## src/rtl/ahb_slv2mst_reg_bridge.sv

```systemverilog
// Registered AHB-Lite bridge from a mirrored-slave port to a mirrored-master port.
// It carries one transfer at a time and cuts every path between the two sides.
// Upstream bursts are flattened into NONSEQ/SINGLE transfers, and the upper
// address bits can optionally be remapped.
// Downstream ERROR responses are passed back upstream as a two-cycle ERROR
// response.
// An optional timeout aborts a downstream transfer that stalls too long.
//
// Handshake: a request is accepted when HSEL_SLAVE & HREADY_SLAVE & HTRANS_SLAVE[1]
// is high in IDLE or RESP.
// Downstream, the address phase is held while HREADY_MASTER is low, and the data
// phase completes when HREADY_MASTER is high.
// DBG_STATE shows the FSM state (0 IDLE, 1 ADDR, 2 DATA, 3 RESP, 4 ERR1, 5 ERR2).
module ahb_slv2mst_reg_bridge #(
   parameter int                    ADDR_WIDTH     = 32,
   parameter int                    DATA_WIDTH     = 32,
   parameter int                    REMAP_EN       = 0,
   parameter int                    REMAP_BITS     = 4,
   parameter logic [REMAP_BITS-1:0] REMAP_VALUE    = '0,
   parameter int                    TIMEOUT_CYCLES = 0
) (
   input  logic                  HCLK,
   input  logic                  HRESET,
   // upstream request
   input  logic                  HSEL_SLAVE,
   input  logic [ADDR_WIDTH-1:0] HADDR_SLAVE,
   input  logic [1:0]            HTRANS_SLAVE,
   input  logic [2:0]            HSIZE_SLAVE,
   input  logic [2:0]            HBURST_SLAVE,
   input  logic [3:0]            HPROT_SLAVE,
   input  logic                  HWRITE_SLAVE,
   input  logic                  HMASTLOCK_SLAVE,
   input  logic [DATA_WIDTH-1:0] HWDATA_SLAVE,
   input  logic                  HREADY_SLAVE,
   // upstream response
   output logic                  HREADYOUT_SLAVE,
   output logic [DATA_WIDTH-1:0] HRDATA_SLAVE,
   output logic [1:0]            HRESP_SLAVE,
   // downstream request
   output logic [ADDR_WIDTH-1:0] HADDR_MASTER,
   output logic [1:0]            HTRANS_MASTER,
   output logic [2:0]            HSIZE_MASTER,
   output logic [2:0]            HBURST_MASTER,
   output logic [3:0]            HPROT_MASTER,
   output logic                  HWRITE_MASTER,
   output logic                  HMASTLOCK_MASTER,
   output logic [DATA_WIDTH-1:0] HWDATA_MASTER,
   // downstream response
   input  logic                  HREADY_MASTER,
   input  logic [DATA_WIDTH-1:0] HRDATA_MASTER,
   input  logic [1:0]            HRESP_MASTER,
   // status and debug
   output logic                  TIMEOUT_FLAG,
   output logic [2:0]            DBG_STATE
);

   typedef enum logic [2:0] {
      S_IDLE = 3'd0,
      S_ADDR = 3'd1,
      S_DATA = 3'd2,
      S_RESP = 3'd3,
      S_ERR1 = 3'd4,
      S_ERR2 = 3'd5
   } state_t;

   localparam logic [1:0]  TRANS_IDLE   = 2'b00;
   localparam logic [1:0]  TRANS_NONSEQ = 2'b10;
   localparam logic [1:0]  RESP_OKAY    = 2'b00;
   localparam logic [1:0]  RESP_ERROR   = 2'b01;
   localparam logic [15:0] TO_LIMIT     = 16'(TIMEOUT_CYCLES);
   localparam bit          TO_EN        = (TIMEOUT_CYCLES != 0);

   state_t                state_q, state_d;
   logic [15:0]           cnt_q, cnt_d;
   logic [ADDR_WIDTH-1:0] addr_q, addr_d;
   logic [2:0]            size_q, size_d;
   logic [3:0]            prot_q, prot_d;
   logic                  write_q, write_d;
   logic                  lock_q, lock_d;
   logic [DATA_WIDTH-1:0] wdata_q, wdata_d;
   logic [DATA_WIDTH-1:0] rdata_q, rdata_d;
   logic                  hreadyout_q, hreadyout_d;
   logic [1:0]            hresp_q, hresp_d;
   logic [1:0]            htrans_q, htrans_d;
   logic                  flag_q, flag_d;

   logic                  req_valid;
   logic                  can_accept;
   logic                  capture;
   logic                  busy;
   logic                  timeout_hit;
   logic [15:0]           cnt_inc;
   logic [ADDR_WIDTH-1:0] addr_in;
   logic                  unused_inputs;

   // Address as it will appear downstream.
   generate
      if (REMAP_EN != 0) begin : g_remap
         logic [REMAP_BITS-1:0] unused_upper;
         assign addr_in      = {REMAP_VALUE, HADDR_SLAVE[ADDR_WIDTH-REMAP_BITS-1:0]};
         assign unused_upper = HADDR_SLAVE[ADDR_WIDTH-1:ADDR_WIDTH-REMAP_BITS];
      end else begin : g_no_remap
         assign addr_in = HADDR_SLAVE;
      end
   endgenerate

   // The burst type is deliberately dropped. Only HTRANS[1] matters, and only
   // HRESP[0] (OKAY or ERROR) can occur on an AHB-Lite response.
   assign unused_inputs = ^{HBURST_SLAVE, HTRANS_SLAVE[0], HRESP_MASTER[1]};

   // The counter holds the number of cycles already spent in ADDR/DATA, so it
   // reaches the limit on the TIMEOUT_CYCLES-th cycle.
   assign req_valid   = HSEL_SLAVE & HREADY_SLAVE & HTRANS_SLAVE[1];
   assign can_accept  = (state_q == S_IDLE) || (state_q == S_RESP);
   assign capture     = req_valid & can_accept;
   assign busy        = (state_q == S_ADDR) || (state_q == S_DATA);
   assign cnt_inc     = cnt_q + 16'd1;
   assign timeout_hit = TO_EN && busy && (cnt_inc == TO_LIMIT);

   // State register.
   always_ff @(posedge HCLK or posedge HRESET) begin
      if (HRESET) begin
         state_q <= S_IDLE;
      end else begin
         state_q <= state_d;
      end
   end

   // Next-state logic. A timeout takes priority over a downstream completion
   // in the same cycle.
   always_comb begin
      state_d = state_q;
      unique case (state_q)
         S_IDLE: begin
            if (req_valid) state_d = S_ADDR;
         end
         S_ADDR: begin
            if (timeout_hit)        state_d = S_ERR1;
            else if (HREADY_MASTER) state_d = S_DATA;
         end
         S_DATA: begin
            if (timeout_hit)          state_d = S_ERR1;
            else if (HRESP_MASTER[0]) state_d = S_ERR1;
            else if (HREADY_MASTER)   state_d = S_RESP;
         end
         S_RESP: begin
            state_d = req_valid ? S_ADDR : S_IDLE;
         end
         S_ERR1:  state_d = S_ERR2;
         S_ERR2:  state_d = S_IDLE;
         default: state_d = S_IDLE;
      endcase
   end

   // Capture the request and the write data, run the timeout counter, and keep
   // the sticky flag.
   always_comb begin
      addr_d  = addr_q;
      size_d  = size_q;
      prot_d  = prot_q;
      write_d = write_q;
      lock_d  = lock_q;
      wdata_d = wdata_q;
      cnt_d   = cnt_q;
      flag_d  = flag_q | timeout_hit;
      if (capture) begin
         addr_d  = addr_in;
         size_d  = HSIZE_SLAVE;
         prot_d  = HPROT_SLAVE;
         write_d = HWRITE_SLAVE;
         lock_d  = HMASTLOCK_SLAVE;
         cnt_d   = 16'd0;
      end else if (busy) begin
         cnt_d = cnt_inc;
      end
      // The first ADDR cycle is the upstream data phase. Upstream is stalled
      // from then on, so one sample is enough.
      if ((state_q == S_ADDR) && (cnt_q == 16'd0)) begin
         wdata_d = HWDATA_SLAVE;
      end
   end

   // Output decode from the upcoming state, so every output comes from a flop.
   always_comb begin
      hreadyout_d = 1'b1;
      hresp_d     = RESP_OKAY;
      htrans_d    = TRANS_IDLE;
      rdata_d     = '0;
      unique case (state_d)
         S_ADDR: begin
            hreadyout_d = 1'b0;
            htrans_d    = TRANS_NONSEQ;
         end
         S_DATA: begin
            hreadyout_d = 1'b0;
         end
         S_RESP: begin
            // RESP is only entered from a completing DATA cycle.
            rdata_d = HRDATA_MASTER;
         end
         S_ERR1: begin
            hreadyout_d = 1'b0;
            hresp_d     = RESP_ERROR;
         end
         S_ERR2: begin
            hresp_d = RESP_ERROR;
         end
         default: begin
            hreadyout_d = 1'b1;
         end
      endcase
   end

   // Datapath and output registers.
   always_ff @(posedge HCLK or posedge HRESET) begin
      if (HRESET) begin
         addr_q      <= '0;
         size_q      <= '0;
         prot_q      <= '0;
         write_q     <= 1'b0;
         lock_q      <= 1'b0;
         wdata_q     <= '0;
         rdata_q     <= '0;
         cnt_q       <= '0;
         flag_q      <= 1'b0;
         hreadyout_q <= 1'b1;
         hresp_q     <= RESP_OKAY;
         htrans_q    <= TRANS_IDLE;
      end else begin
         addr_q      <= addr_d;
         size_q      <= size_d;
         prot_q      <= prot_d;
         write_q     <= write_d;
         lock_q      <= lock_d;
         wdata_q     <= wdata_d;
         rdata_q     <= rdata_d;
         cnt_q       <= cnt_d;
         flag_q      <= flag_d;
         hreadyout_q <= hreadyout_d;
         hresp_q     <= hresp_d;
         htrans_q    <= htrans_d;
      end
   end

   assign HREADYOUT_SLAVE  = hreadyout_q;
   assign HRDATA_SLAVE     = rdata_q;
   assign HRESP_SLAVE      = hresp_q;
   assign HADDR_MASTER     = addr_q;
   assign HTRANS_MASTER    = htrans_q;
   assign HSIZE_MASTER     = size_q;
   assign HBURST_MASTER    = 3'b000;
   assign HPROT_MASTER     = prot_q;
   assign HWRITE_MASTER    = write_q;
   assign HMASTLOCK_MASTER = lock_q;
   assign HWDATA_MASTER    = wdata_q;
   assign TIMEOUT_FLAG     = flag_q;
   assign DBG_STATE        = state_q;

endmodule

```

## config.mk

```make
export PLATFORM = sky130hd
export DESIGN_NAME = ahb_slv2mst_reg_bridge
export DESIGN_NICKNAME = d
export VERILOG_FILES = /design/src/rtl/ahb_slv2mst_reg_bridge.sv
export SDC_FILE = /design/constraint.sdc
export NUM_CORES = 1
export LEC_CHECK = 0
export ABC_CLOCK_PERIOD_IN_PS = 7350
export BUFFER_PORTS_ARGS = -buffer_cell sky130_fd_sc_hd__buf_2
export CORE_ASPECT_RATIO = 1.1
export CORE_MARGIN = 2
export CORE_UTILIZATION = 50
export CTS_CLUSTER_DIAMETER = 150
export DETAILED_ROUTE_END_ITERATION = 8
export PLACE_DENSITY = 0.85
export SLEW_MARGIN = 20
export SYNTH_ARGS = -nofsm -noshare
export SYNTH_HDL_FRONTEND = slang
export SYNTH_SLANG_ARGS = --single-unit
```

## constraint.sdc

```tcl
create_clock -name HCLK -period 7.35 [get_ports HCLK]
set_clock_uncertainty 0.1 [all_clocks]
set_input_delay 1.47 -clock HCLK [delete_from_list [all_inputs] [get_ports HCLK]]
set_output_delay 1.47 -clock HCLK [all_outputs]
set_load 0.02 [all_outputs]
```

# Word-level counts from Yosys, hierarchy flattened
# Index checks and enable logic that the tools add are counted.
# totals
wordCells	45
register_bits	129
# op_classes
reduce_logical	8
n_mux	12
eq_ne	9
add_sub_neg	1
n_bitwise	3
# op_table
op	count
$mux W16	2
$mux W32	1
$add A16 B1 Y16 const B	1
$logic_not A16 Y1	1
$pmux W3 S5	1
$eq A3 B2 Y1 const B	4
$mux W3	4
$eq A3 B3 Y1 const B	3
$eq A3 B1 Y1 const B	2
$and A1 B1 Y1	3
$logic_not A3 Y1	1
$mux W1	3
$reduce_or A3 Y1	1
$logic_or A1 B1 Y1	2
$mux W2	1
$reduce_bool A2 Y1	1
$reduce_or A2 Y1	1
$logic_and A1 B1 Y1	1

# Depth between registers and ports, before layout
# logic_depth
ltp_word	7
ltp_mapped	7

# Worst setup path before layout
# No wires, ideal clock.
# synth_path
path_kind	input -> register
start	in HREADY_SLAVE
end	reg cnt_q[10]
required_time_ns	7.118
n_path_buf	2
cell_stages	5
arrival_ns	2.441
path_slack_ns	4.678
cell_sequence	nor2b_1 and4_1 clkbuf_1 clkbuf_1 nor2_1
# synth_via
elab_chain_cells	4
# synth_rtl
item	line_no	text
from (decl)	34	input logic HREADY_SLAVE,
$and A1 B1 Y1 (*) (2 in series)	113	assign req_valid = HSEL_SLAVE & HREADY_SLAVE & HTRANS_SLAVE[1];
$and A1 B1 Y1 (*)	115	assign capture = req_valid & can_accept;
$mux W16 or $reduce_bool A2 Y1 (tied branches)	-	
to (signal assigned)	237	cnt_q <= cnt_d;
to (decl)	74	logic [15:0] cnt_q, cnt_d;
# Every way passes the cells marked *; elsewhere a longest branch is shown, timed or not.
# A chain may end at the register's enable or synchronous reset.

# Final worst setup path
# layout_path
start	reg state_q[2] (netlist: DBG_STATE[2])
end	out DBG_STATE[2]
# layout_rtl
item	line_no	text
from (decl)	73	state_t state_q, state_d;
from (signal assigned)	125	state_q <= state_d;
to (decl)	54	output logic [2:0] DBG_STATE
# No word-level cell between the ends.

==> results.md <==
- Avg Cell Area, Syn: 11.3 um^2
- Max-slew violations: 0
- Post-CTS Hold Buffers: 0
- Placer Congestion: 0.800
- Total negative slack: 0 ns
- Io pins: 234
- Vias in the first global route: 3965
- Crit path launch: DBG_STATE[2]
- Crit Path Category: register to primary output
- Status: finished clean
- PostCTS Resize Cnt: 0
- Crit path max-delay family: flip-flops
- Vias: 3895
- Root Driver: clkbuf_8
- Worst Path Arrival: 1.42 ns
- First-pass GRT wire length: 18300 um
- Post-synthesis instance total: 437
- Commonest non-fill, non-tap cell in the layout: buf_2
- CP Depth: 1
- Fill cells: 718
- WHS Path Cells: 2
- Avg WL per Cell: 14.3 um
- Drt via density: 4.92
- Reg power frac: 37.9%
- Util after Layout: 69.2%
- Met1 Use GR: 25.9%
- Netlist cell types: 39
- Number of H-tree levels: 4
- GR peak layer: met2
- Kind of end point of the critical path: primary output
- Layout cells sized above 1: 43.7%
- Post-synth EDFFs: 0
- Grt met2 use: 36.9%
- Worst hold start: HPROT_MASTER[3]
- Sequential-to-total area share from yosys stat: 64.4%
- P_leak: 3.80 nW
- GRT Overall Usage: 21.8%
- Worst EP required: 5.78 ns
- RSZ-0062 raised after global routing: false
- Clk Latency, worst-skew pair: 0.50 ns
- IO buf count: 222
- Hold WC Path Type: register to register
- Placed cells: 762
- Residual DRC: 0
- Sw frac: 34.0%
- Peak Freq: 334 MHz
- GRT overflow: 0
- CP max FO: 16
- Drt first-iter violations: 183
- Clock power frac: 31.1%
- Post-CTS setup buffers: 0
- Slew @ Worst Pin: 0.729 ns
- Diodes inserted: 0
- Pwr per Cell Area: 409 nW/um^2
- Crit path largest cell delay: 0.66 ns
- Most frequent cells in the layout: 222 x buf_2, 130 x nand2_1, 126 x dfrtp_1
- Initial Utilization: 50.6%
- Worst reg2reg path depth: 5
- P_sw: 0.938 mW
- Worst vdd ir: 0.000190 V
- Worst rel slew slack: 51.4%
- Non-Filler Instances: 791
- Slowest library cell on the worst path: dfrtp_1
- Synth Warn #: 0
- CTS tree: yes
- Worst r2r src: cnt_q[10]
- Clk buf depth: 2
- Netlist Area Pre-Place: 4930 um^2
- Largest net degree at the start of global routing: 83
- Rows: 38
- Comb power frac: 31.0%
- Reg-to-reg slack, setup: 5.06 ns
- TritonCTS Buffers: 17
- Internal Pwr Total: 1.82 mW
- Initial antenna violation count: 0
- Die height: 108 um
- CTS Sinks: 127
- Die Width: 98.7 um
- FF+latch count, synth: 127
- Final worst path period share: 40.7%
- Crit path cell chain: buf_2
- Clock transition at path regs: 0.06 ns
- Post-layout min period: 2.99 ns
- Final hold slack: 0.367 ns
- Primary FF master, synth: dfrtp_1
- Startpoint types: register
- Antenna Nets Post-Route: 0
- Fraction of registers with async set/reset: 100%
- Die area: 10700 um^2
- Core area: 9750 um^2
- Final Setup Violations: 0
- Final HPWL DP: 8000 um
- DR pass1 iterations: 4
- PnR Total Power: 2.76 mW
- Synth-to-layout area growth: 36.7%
- Crit path buf inv count: 1
- Nets: 780
- Grt met3 use: 7.24%
- Hold Vio Cnt, Final: 0
- Final WL: 11300 um
- Max Cap Viol: 0
## worst paths after layout
check	end
worst max-delay path	DBG_STATE[2]
worst min-delay path	HPROT_MASTER[3]
worst max register to register	HWDATA_MASTER[19]
worst min register to register	HPROT_MASTER[3]
max in group asynchronous	HRDATA_SLAVE[17]
min in group asynchronous	HWDATA_MASTER[14]
## final cells by class
| class | count | area, um^2 | area share [%] |
|---|---|---|---|
| Clock buffer | 25 | 524 | 7.77 |
| Clock inverter | 4 | 97.6 | 1.45 |
| Inverter | 4 | 17.5 | 0.260 |
| Multi-Input combinational cell | 284 | 1630 | 24.1 |
| Sequential cell | 127 | 3180 | 47.1 |
| Tap cell | 120 | 150 | 2.23 |
| Timing Repair Buffer | 227 | 1150 | 17.1 |
## metrics by stage
stage	instance area (um^2)	setup slack [ns]
finish	6750	4.36
global route	6750	4.28
CTS	6740	4.33
detailed placement	6120	4.10
global placement	6120	4.14
floorplan	4950	2.40
## cell usage after synthesis, types with 2 or more instances
library cell	number	share of area, %
buf_2	3	0.30
nand2_1	130	9.9
inv_1	4	0.30
nand3_1	4	0.41
nand4_1	3	0.38
or3_1	3	0.38
a21oi_1	6	0.61
nand2b_1	5	0.63
mux2i_1	4	0.81
ha_1	2	0.51
xnor2_1	9	1.6
nand3b_1	2	0.30
nor3_1	4	0.41
o21ai_0	5	0.51
nor3b_1	4	0.61
and2_1	32	4.1
clkbuf_1	13	0.99
mux2_2	31	7.1
dfrtp_1	126	64
and4_1	2	0.36
nor4b_1	2	0.36
nor2_1	15	1.1
buf_4	9	1.4
nor4_1	4	0.51
## metal layers
metal  vias up  share of wire (%)
met5         -                  0
met3        10                8.4
met2       188                 51
met1      1842                 40
met4         0               0.91
li1       1855                  -
## power by group through the flow
stage	Sequential (mW)	Clock, mW	Combinational [mW]
6_report	1.05	0.860	0.856
5_1_grt	1.08	0.904	0.939
4_1_cts	1.05	0.877	0.868
3_5_place_dp	1.05	0	0.862
3_3_place_gp	1.04	0	0.835
2_1_floorplan	1.27	0	0.335
## registers in the layout, summed over array words and instances, names as in the netlist
signal / count
DBG_STATE: 3
HWDATA_MASTER: 32
HREADYOUT_SLAVE: 1
HADDR_MASTER: 32
HPROT_MASTER: 4
HRESP_SLAVE: 1
cnt_q: 16
HSIZE_MASTER: 3
HRDATA_SLAVE: 32
HWRITE_MASTER: 1
HTRANS_MASTER: 1
HMASTLOCK_MASTER: 1
## cell families after synthesis
group,count (synthesis),synth area share [%]
DFF,127,64.4
and+or+nand+nor,216,20.4
buffers and inverters,31,3.14
muxes,36,8.12
other,1,0.0760
adders and majority gates,2,0.507
AOI/OAI and AO/OA,14,1.57
xor gates and xnor gates,10,1.78
(Power assumes the default switching activity.)
